## src/rtl/enigma_step_ctrl_if.sv

```systemverilog
// Handshake and shared-encoder bus of the Enigma stepping controller.
//   key_*  : keypress handshake into the controller
//   out_*  : lamp handshake out of the controller
//   enc_*  : request to / combinational return from the shared encode unit
// The slave modport is the controller. The master modport is the environment:
// the keyboard, the lamp board and the encode unit.
interface enigma_step_ctrl_if;
    logic       key_valid;
    logic [4:0] key_code;
    logic       key_ready;

    logic       out_valid;
    logic [4:0] out_code;
    logic       out_ready;

    logic [4:0] enc_in;
    logic [4:0] enc_rotor;
    logic [4:0] enc_ring;
    logic [2:0] enc_type;
    logic       enc_rev;
    logic [4:0] enc_out;

    modport slave (
        input  key_valid, key_code, out_ready, enc_out,
        output key_ready, out_valid, out_code,
               enc_in, enc_rotor, enc_ring, enc_type, enc_rev
    );

    modport master (
        output key_valid, key_code, out_ready, enc_out,
        input  key_ready, out_valid, out_code,
               enc_in, enc_rotor, enc_ring, enc_type, enc_rev
    );
endinterface

```

## src/rtl/enigma_step_ctrl.sv

```systemverilog
// Enigma stepping/sequencing controller.
// A keypress steps the rotors. The character is then walked through one shared
// encode unit, one pass per cycle, in this order:
//   right, middle, left, reflector, left, middle, right (reverse direction).
// The result is presented on the lamp handshake.
// Ports:
//   clk, rst_n           : clock, asynchronous active-low reset
//   cfg_load, cfg_*      : rotor type/ring/start position load (IDLE only)
//   pos_l/m/r            : current rotor positions
//   bus (slave)          : key/lamp handshakes and shared encode-unit bus
module enigma_step_ctrl #(
    parameter logic [2:0] REFL_TYPE = 3'd5
) (
    input  logic       clk,
    input  logic       rst_n,
    input  logic       cfg_load,
    input  logic [2:0] cfg_type_l,
    input  logic [2:0] cfg_type_m,
    input  logic [2:0] cfg_type_r,
    input  logic [4:0] cfg_ring_l,
    input  logic [4:0] cfg_ring_m,
    input  logic [4:0] cfg_ring_r,
    input  logic [4:0] cfg_pos_l,
    input  logic [4:0] cfg_pos_m,
    input  logic [4:0] cfg_pos_r,
    output logic [4:0] pos_l,
    output logic [4:0] pos_m,
    output logic [4:0] pos_r,
    enigma_step_ctrl_if.slave bus
);

    typedef enum logic [3:0] {
        IDLE, STEP, F_R, F_M, F_L, REFL, B_L, B_M, B_R, OUT
    } state_t;

    typedef enum logic [1:0] {SEL_NONE, SEL_L, SEL_M, SEL_R} rsel_t;

    state_t     state, state_nxt;
    logic [2:0] type_l, type_m, type_r;
    logic [4:0] ring_l, ring_m, ring_r;
    logic [4:0] data;
    logic       bypass;     // current key is 26..31: no stepping, no encoding
    logic       accept;
    logic       pass_en;    // this cycle uses the encode unit
    rsel_t      sel;
    logic       back;
    logic       refl;
    logic       r_at_notch, m_at_notch;

    function automatic logic [4:0] notch_of(input logic [2:0] t);
        case (t)
            3'd0:    notch_of = 5'd16;
            3'd1:    notch_of = 5'd4;
            3'd2:    notch_of = 5'd21;
            3'd3:    notch_of = 5'd9;
            default: notch_of = 5'd25;
        endcase
    endfunction

    function automatic logic [4:0] inc26(input logic [4:0] p);
        inc26 = (p == 5'd25) ? 5'd0 : p + 5'd1;
    endfunction

    // A load request takes priority over a key in the same IDLE cycle.
    assign accept        = (state == IDLE) && !cfg_load && bus.key_valid;
    assign bus.key_ready = (state == IDLE) && !cfg_load;
    assign bus.out_valid = (state == OUT);
    assign bus.out_code  = data;

    // Notches are compared against the positions before this step.
    assign r_at_notch = (pos_r == notch_of(type_r));
    assign m_at_notch = (pos_m == notch_of(type_m));

    always_ff @(posedge clk or negedge rst_n) begin
        if (!rst_n) begin
            state  <= IDLE;
            type_l <= 3'd0;
            type_m <= 3'd1;
            type_r <= 3'd2;
            ring_l <= '0;
            ring_m <= '0;
            ring_r <= '0;
            pos_l  <= '0;
            pos_m  <= '0;
            pos_r  <= '0;
            data   <= '0;
            bypass <= 1'b0;
        end else begin
            state <= state_nxt;
            if (state == IDLE && cfg_load) begin
                type_l <= cfg_type_l;
                type_m <= cfg_type_m;
                type_r <= cfg_type_r;
                ring_l <= cfg_ring_l;
                ring_m <= cfg_ring_m;
                ring_r <= cfg_ring_r;
                pos_l  <= cfg_pos_l;
                pos_m  <= cfg_pos_m;
                pos_r  <= cfg_pos_r;
            end
            if (accept) begin
                data   <= bus.key_code;
                bypass <= (bus.key_code > 5'd25);
            end
            if (state == STEP && !bypass) begin
                pos_r <= inc26(pos_r);
                // A middle rotor sitting on its notch steps again.
                // This is the double step.
                if (r_at_notch || m_at_notch)
                    pos_m <= inc26(pos_m);
                if (m_at_notch)
                    pos_l <= inc26(pos_l);
            end
            if (pass_en)
                data <= bus.enc_out;
        end
    end

    always_comb begin
        state_nxt = state;
        sel       = SEL_NONE;
        back      = 1'b0;
        refl      = 1'b0;
        case (state)
            IDLE: if (accept) state_nxt = STEP;
            STEP: state_nxt = F_R;
            F_R:  begin state_nxt = F_M;  sel = SEL_R; end
            F_M:  begin state_nxt = F_L;  sel = SEL_M; end
            F_L:  begin state_nxt = REFL; sel = SEL_L; end
            REFL: begin state_nxt = B_L;  refl = 1'b1; end
            B_L:  begin state_nxt = B_M;  sel = SEL_L; back = 1'b1; end
            B_M:  begin state_nxt = B_R;  sel = SEL_M; back = 1'b1; end
            B_R:  begin state_nxt = OUT;  sel = SEL_R; back = 1'b1; end
            OUT:  if (bus.out_ready) state_nxt = IDLE;
            default: state_nxt = IDLE;
        endcase
    end

    // For a bypassed key the encode bus stays quiet through the pass states.
    assign pass_en = !bypass && ((sel != SEL_NONE) || refl);

    always_comb begin
        bus.enc_in    = '0;
        bus.enc_rotor = '0;
        bus.enc_ring  = '0;
        bus.enc_type  = '0;
        bus.enc_rev   = 1'b0;
        if (pass_en) begin
            bus.enc_in  = data;
            bus.enc_rev = back;
            case (sel)
                SEL_L: begin
                    bus.enc_rotor = pos_l;
                    bus.enc_ring  = ring_l;
                    bus.enc_type  = type_l;
                end
                SEL_M: begin
                    bus.enc_rotor = pos_m;
                    bus.enc_ring  = ring_m;
                    bus.enc_type  = type_m;
                end
                SEL_R: begin
                    bus.enc_rotor = pos_r;
                    bus.enc_ring  = ring_r;
                    bus.enc_type  = type_r;
                end
                default: bus.enc_type = REFL_TYPE;
            endcase
        end
    end

endmodule

```

## src/flat_wrapper.sv

```systemverilog
// flat-port wrapper written by rule: the top's interface ports become plain ports
module enigma_step_ctrl_flat 
#(
    parameter logic [2:0] REFL_TYPE = 3'd5
)
  (clk, rst_n, cfg_load, cfg_type_l, cfg_type_m, cfg_type_r, cfg_ring_l, cfg_ring_m, cfg_ring_r, cfg_pos_l, cfg_pos_m, cfg_pos_r, pos_l, pos_m, pos_r, bus_key_valid, bus_key_code, bus_out_ready, bus_enc_out, bus_key_ready, bus_out_valid, bus_out_code, bus_enc_in, bus_enc_rotor, bus_enc_ring, bus_enc_type, bus_enc_rev);
  enigma_step_ctrl_if bus_i ();
  input  logic clk;
  input  logic rst_n;
  input  logic cfg_load;
  input  logic [2:0] cfg_type_l;
  input  logic [2:0] cfg_type_m;
  input  logic [2:0] cfg_type_r;
  input  logic [4:0] cfg_ring_l;
  input  logic [4:0] cfg_ring_m;
  input  logic [4:0] cfg_ring_r;
  input  logic [4:0] cfg_pos_l;
  input  logic [4:0] cfg_pos_m;
  input  logic [4:0] cfg_pos_r;
  output logic [4:0] pos_l;
  output logic [4:0] pos_m;
  output logic [4:0] pos_r;
  input wire logic [$bits(bus_i.key_valid)-1:0] bus_key_valid;
  input wire logic [$bits(bus_i.key_code)-1:0] bus_key_code;
  input wire logic [$bits(bus_i.out_ready)-1:0] bus_out_ready;
  input wire logic [$bits(bus_i.enc_out)-1:0] bus_enc_out;
  output wire logic [$bits(bus_i.key_ready)-1:0] bus_key_ready;
  output wire logic [$bits(bus_i.out_valid)-1:0] bus_out_valid;
  output wire logic [$bits(bus_i.out_code)-1:0] bus_out_code;
  output wire logic [$bits(bus_i.enc_in)-1:0] bus_enc_in;
  output wire logic [$bits(bus_i.enc_rotor)-1:0] bus_enc_rotor;
  output wire logic [$bits(bus_i.enc_ring)-1:0] bus_enc_ring;
  output wire logic [$bits(bus_i.enc_type)-1:0] bus_enc_type;
  output wire logic [$bits(bus_i.enc_rev)-1:0] bus_enc_rev;
  assign bus_i.key_valid = bus_key_valid;
  assign bus_i.key_code = bus_key_code;
  assign bus_i.out_ready = bus_out_ready;
  assign bus_i.enc_out = bus_enc_out;
  assign bus_key_ready = bus_i.key_ready;
  assign bus_out_valid = bus_i.out_valid;
  assign bus_out_code = bus_i.out_code;
  assign bus_enc_in = bus_i.enc_in;
  assign bus_enc_rotor = bus_i.enc_rotor;
  assign bus_enc_ring = bus_i.enc_ring;
  assign bus_enc_type = bus_i.enc_type;
  assign bus_enc_rev = bus_i.enc_rev;
  enigma_step_ctrl #(.REFL_TYPE(REFL_TYPE)) u_core (.clk(clk), .rst_n(rst_n), .cfg_load(cfg_load), .cfg_type_l(cfg_type_l), .cfg_type_m(cfg_type_m), .cfg_type_r(cfg_type_r), .cfg_ring_l(cfg_ring_l), .cfg_ring_m(cfg_ring_m), .cfg_ring_r(cfg_ring_r), .cfg_pos_l(cfg_pos_l), .cfg_pos_m(cfg_pos_m), .cfg_pos_r(cfg_pos_r), .pos_l(pos_l), .pos_m(pos_m), .pos_r(pos_r), .bus(bus_i));
endmodule
```

## config.mk

```make
export PLATFORM = sky130hd
export DESIGN_NAME = enigma_step_ctrl_flat
export DESIGN_NICKNAME = d
export VERILOG_FILES = /design/src/rtl/enigma_step_ctrl_if.sv /design/src/rtl/enigma_step_ctrl.sv /design/src/flat_wrapper.sv
export SDC_FILE = /design/constraint.sdc
export NUM_CORES = 1
export LEC_CHECK = 0
export ABC_AREA = 1
export CAP_MARGIN = 30
export CORE_MARGIN = 2
export CORE_UTILIZATION = 35
export CTS_BUF_LIST = sky130_fd_sc_hd__clkbuf_8 sky130_fd_sc_hd__clkbuf_16
export DETAILED_ROUTE_END_ITERATION = 16
export GPL_TIMING_DRIVEN = 0
export HOLD_SLACK_MARGIN = 0.12
export MAX_ROUTING_LAYER = met4
export PLACE_DENSITY = 0.62
export SLEW_MARGIN = 10
export SYNTH_ARGS = -nofsm -noshare
export SYNTH_HDL_FRONTEND = slang
export SYNTH_SLANG_ARGS = --single-unit
```

## constraint.sdc

```tcl
create_clock -name clk -period 2.34 [get_ports clk]
set_clock_uncertainty 0.1 [all_clocks]
set_input_delay 0.585 -clock clk [delete_from_list [all_inputs] [get_ports clk]]
set_output_delay 0.585 -clock clk [all_outputs]
set_load 0.02 [all_outputs]
```

# Yosys cells after proc, flatten, opt, wreduce, memory -nomap -nowiden
# Index checks and enable logic that the tools add are counted.
word_totals:
  wordCells: 90
  in_bits: 54
  out_inout_bits: 41
  ff_bits: 49
classes:
  n_lt_le_gt_ge: 1
  add_sub_neg: 3
  n_reduce_logical: 20
  n_eq_ne: 25
  mux: 29
ops:
  columns: ["cell", "count"]
  rows:
  - ["two-way mux 5 bit", 16]
  - ["one-hot mux 4 bit (10 select lines)", 1]
  - ["one-hot mux 5 bit (4 select lines)", 2]
  - ["one-hot mux 5 bit (3 select lines)", 2]
  - ["== test 4 x 3 -> 1 bit (second input constant)", 4]
  - ["adder 5 x 1 -> 5 bit (second input constant)", 3]
  - ["== test 5 bit (second input constant)", 3]
  - ["== test 3 x 2 -> 1 bit (second input constant)", 4]
  - ["== test 5 bit", 2]
  - ["one-hot mux 3 bit (3 select lines)", 1]
  - ["== test 4 x 2 -> 1 bit (second input constant)", 2]
  - ["== test 4 bit (second input constant)", 2]
  - ["two-way mux 4 bit", 2]
  - ["== test 3 x 1 -> 1 bit (second input constant)", 2]
  - ["logical NOT 3 bit", 2]
  - ["one-hot mux 2 bit (3 select lines)", 1]
  - ["nonzero test 2 bit", 3]
  - ["OR reduction 2 bit", 3]
  - ["> comparator 5 bit (second input constant)", 1]
  - ["logical AND 1 bit", 5]
  - ["== test 2 bit (second input constant)", 2]
  - ["== test 4 x 1 -> 1 bit (second input constant)", 1]
  - ["logical NOT 4 bit", 1]
  - ["two-way mux 1 bit", 3]
  - ["8 further kinds", 10]

# Longest topological paths before layout
depth:
  depth_word: 7
  depth_mapped: 11
  depth_no_buf: 11

# Worst setup path before layout
# OpenSTA, ideal clock, no wires.
synth_path:
  path_type: "reg2out"
  from: "register u_core.state[1]"
  to: "output bus_enc_ring[0]"
  stages_incl_launch_ff: 9
  arrival_time_ns: 1.620
  n_path_buf: 1
  setup_slack_ns: 0.035
  required_time_ns: 1.655
  cell_sequence: "dfrtp_1 -> nor2_2 -> inv_1 -> nor2_1 -> nor2_4 -> nand3_4 -> nand2_4 -> buf_6 -> a31oi_1"
synth_via:
  elab_chain_cells: 7
  elab_cells_between_ends: 20
  classes_between: "eq/ne (10); mux (4); reduce/logical (6)"
synth_lines:
  columns: ["item", "line_no", "source"]
  rows:
  - ["start: declaration", "enigma_step_ctrl.sv:38", "state_t state, state_nxt;"]
  - ["start signal: assignment", "enigma_step_ctrl.sv:89", "state <= state_nxt;"]
  - ["parallel branches: the longest is 6 deep, another holds one-hot mux 5 bit (3 select lines)", null, null]
  - ["two-way mux 5 bit (*)", "enigma_step_ctrl.sv:148", "if (pass_en) begin"]
  - ["end: declaration", "flat_wrapper.sv:32", "output wire logic [$bits(bus_i.enc_ring)-1:0] bus_enc_ring;"]
# Every way passes the cells marked *.

# Worst setup path after layout
layout_path:
  from: "register u_core.state[2]"
  to: "output bus_enc_ring[1]"
# The elaborated chain is that of the path after synthesis.

==> reports/results.txt <==
Minimum clock period = 2.54 ns
Post-DRT Antenna Nets = 0
Die height = 99.4 um
RSZ-0062 raised after global routing = true
Total Routing Usage GR = 0.203
Vias in the first global route = 3206
Pleak = 2.25 nW
PwrDens = 1510 nW/um2
Worst-skew pair later-pin latency = 0.31 ns
Outcome = complete, but fails checks
Initial antenna violation count = 0
Drt initial violations = 167
Fin util = 0.552
Core area = 8760 um2
Max Transition Viols Final = 0
Clock Path Buffers = 2
Vias = 3263
Critical Path Fanout Max = 5
CP startpoint kind = flip-flop
Num CTS Buffers = 5
Storage element area = 1230 um2
DIE WIDTH = 99.4 um
CTS clk-pin slew, worst paths = 0.11 ns
Worst slew margin = 0.721
Max Fclk = 0.393 GHz
Row count = 34
Avg WL per Cell = 14.2 um
Multi-input logic area = 1880 um2
CTS tree = yes
Port Buffers = 94
CP Cell Sequence = inv_2 -> nand2_2 -> nor2_4 -> nor2_4 -> nand3_4 -> nand2_8 -> buf_12 -> a31oi_2 -> buf_4
Synthesis-to-finish area growth = 51.8%
GR Overflow Total = 0
WP data arrival = 1.86 ns
Mean Syn Cell Area = 7.43 um2
Max-cap violations = 0
Setup crit end kind = primary output
Post-DP HPWL = 6790 um
Max VDD drop = 0.000660 V
Synth cell types = 30
GP Congestion = 0.879
# fillers = 861
Sink Count = 49
Crit path top cell by count = nor2_4
Syn nets = 489
Final Hold Slack = 0.416 ns
Via density = 4.89
Synth Register Bits = 49
Mapped cell area = 3190 um2
Largest net degree at the start of global routing = 35
Worst EP required = 1.65 ns
Initial Util = 0.364
Layout cell share with drive strength beyond 1 = 0.258
Sequential share of the synthesized area = 0.386
Clock Root Buffer = clkbuf_8
I/O Pins = 95
Final hold vios = 0
Antenna cell count = 0
CP peak stage delay = 0.48 ns
Nets = 618
YS warnings = 0
Measured slew at the worst slew-check pin = 0.419 ns
Critical Setup Path Class = reg -> out
Failing checks = setup timing
Die area = 9880 um2
Drt first pass iters = 4
H-tree Lvls = 2
Wirelength, routed = 9440 um
DRC viols = 0
Final worst slack = -0.202 ns
# setup viols final = 19
Synth Instances = 429
Period utilization = 1.09
First-pass GRT wire length = 15600 um
Worst hold path class = reg -> reg
CP max stage cell = dfrtp_2
==> sequential cells by signal (all words and copies together), names as in the netlist <==
register and count:
u_core.ring_l 5, u_core.type_l 3, u_core.ring_m 5, u_core.state 4
u_core.bus.out_code 5, u_core.type_m 3, u_core.pos_m 5, u_core.pos_l 5
u_core.pos_r 5, u_core.ring_r 5, u_core.bypass 1, u_core.type_r 3
==> synth_stat cells (all sizes together) <==
cell,count,area (um2)
a21oi,24,120
a22oi,1,7.51
a31oi,5,31.3
and2,1,6.26
buf,7,53.8
clkbuf,4,15.0
dfrtp,47,1180
dfstp,2,52.6
ha,6,75.1
inv,55,206
mux2,19,214
nand2,107,417
nand3,41,230
nand4,6,37.5
nor2,57,241
nor3,1,5.00
nor3b,1,18.8
o21ai,30,169
o22ai,7,43.8
o31ai,1,7.51
or2,1,6.26
xnor2,2,17.5
xor2,4,35.0
==> final cells by class <==
cell class,count,area share
timing repair buffer,122,0.245
multi-input combinational,314,0.390
buffer,11,0.0184
clock inverter,3,0.00595
inverter,55,0.0437
clock buffer,5,0.0142
tap,108,0.0279
sequential,49,0.255
==> logic make-up after synthesis <==
| family | after synthesis | synth area share |
|---|---|---|
| xor gates and xnor gates | 6 | 0.0165 |
| buffers and inverters | 66 | 0.0864 |
| AOI/OAI and AO/OA | 68 | 0.119 |
| adders and majority gates | 6 | 0.0236 |
| DFF | 49 | 0.386 |
| muxes | 19 | 0.0671 |
| and+or+nand+nor | 215 | 0.302 |
==> path summary, 6_finish.rpt <==
check / from / to / slack [ns] / cells past startpoint
hold reg to reg: u_core.ring_r[3]$_DFFE_PN0P_ / u_core.ring_r[3]$_DFFE_PN0P_ / 0.42 / 1
max in group asynchronous: rst_n / u_core.type_m[0]$_DFFE_PN1P_ / 0.93 / 3
hold / removal: u_core.ring_r[3]$_DFFE_PN0P_ / u_core.ring_r[3]$_DFFE_PN0P_ / 0.42 / 1
min in group asynchronous: rst_n / u_core.bus.out_code[2]$_DFFE_PN0P_ / 0.62 / 2
setup reg to reg: u_core.state[2]$_DFFE_PN0P_ / u_core.pos_m[1]$_DFF_PN0_ / 0.46 / 7
setup / recovery: u_core.state[2]$_DFFE_PN0P_ / bus_enc_ring[1] / -0.20 / 9
==> metrics by stage <==
step	cell area [um2]	setup slack, ns	setup TNS, ns	power (mW)	instances
after floorplan	3190	0.0347	0	4.25	429
after global placement	4260	-0.937	-55.71	5.64	631
final	4840	-0.202	-2.82	7.30	667
after detailed placement	4280	-0.708	-11.51	5.72	632
after global routing	4840	-0.288	-4.71	7.90	667
after CTS	4680	-0.230	-3.53	6.98	662
==> per-layer routing <==
metal  global-route usage  up-vias  wire [um]
met2                0.324       76       4640
met1                0.269     1517       4250
met3               0.0330        9        444
met4               0.0527        0        108
li1                     -     1661          -
met5                    -        -          0
==> power breakdown <==
group          internal, mW  switching, mW  leakage (nW)  total (mW)
clock                 0.227          0.340        0.0511       0.567
sequential             1.29          0.456         0.576        1.75
combinational          2.28           2.71          1.62        4.99
total                  3.79           3.51          2.25        7.30
==> critical path: cells and delay by family (launching register included) <==
| family | cells | cell delay (ns) |
|---|---|---|
| flops | 1 | 0.48 |
| simple gates | 5 | 0.49 |
| compound gates | 1 | 0.14 |
| buf+inv | 3 | 0.43 |
==> placed cells by master, fill, tap and decap left out, types with 7 or more instances in the layout <==
cell | Yosys | final
a21oi_1 | 24 | 17
buf_2 | 4 | 7
buf_4 | 0 | 29
buf_6 | 3 | 13
clkdlybuf4s50_1 | 0 | 72
dfrtp_1 | 47 | 43
inv_1 | 51 | 48
mux2_2 | 19 | 19
nand2_1 | 105 | 99
nand3_1 | 39 | 37
nor2_1 | 52 | 42
nor2_4 | 3 | 11
o21ai_0 | 25 | 24
==> repair_timing <==
item	in CTS	in global routing
gates cloned	2	0
gates resized for setup	147	33
setup buffers	19	5
endpoints found under the setup margin	21	21
hold buffers	1	0
endpoints found under the hold margin	15	0
pin swaps	8	11
Note: power is estimated with default switching activity, not from simulation.
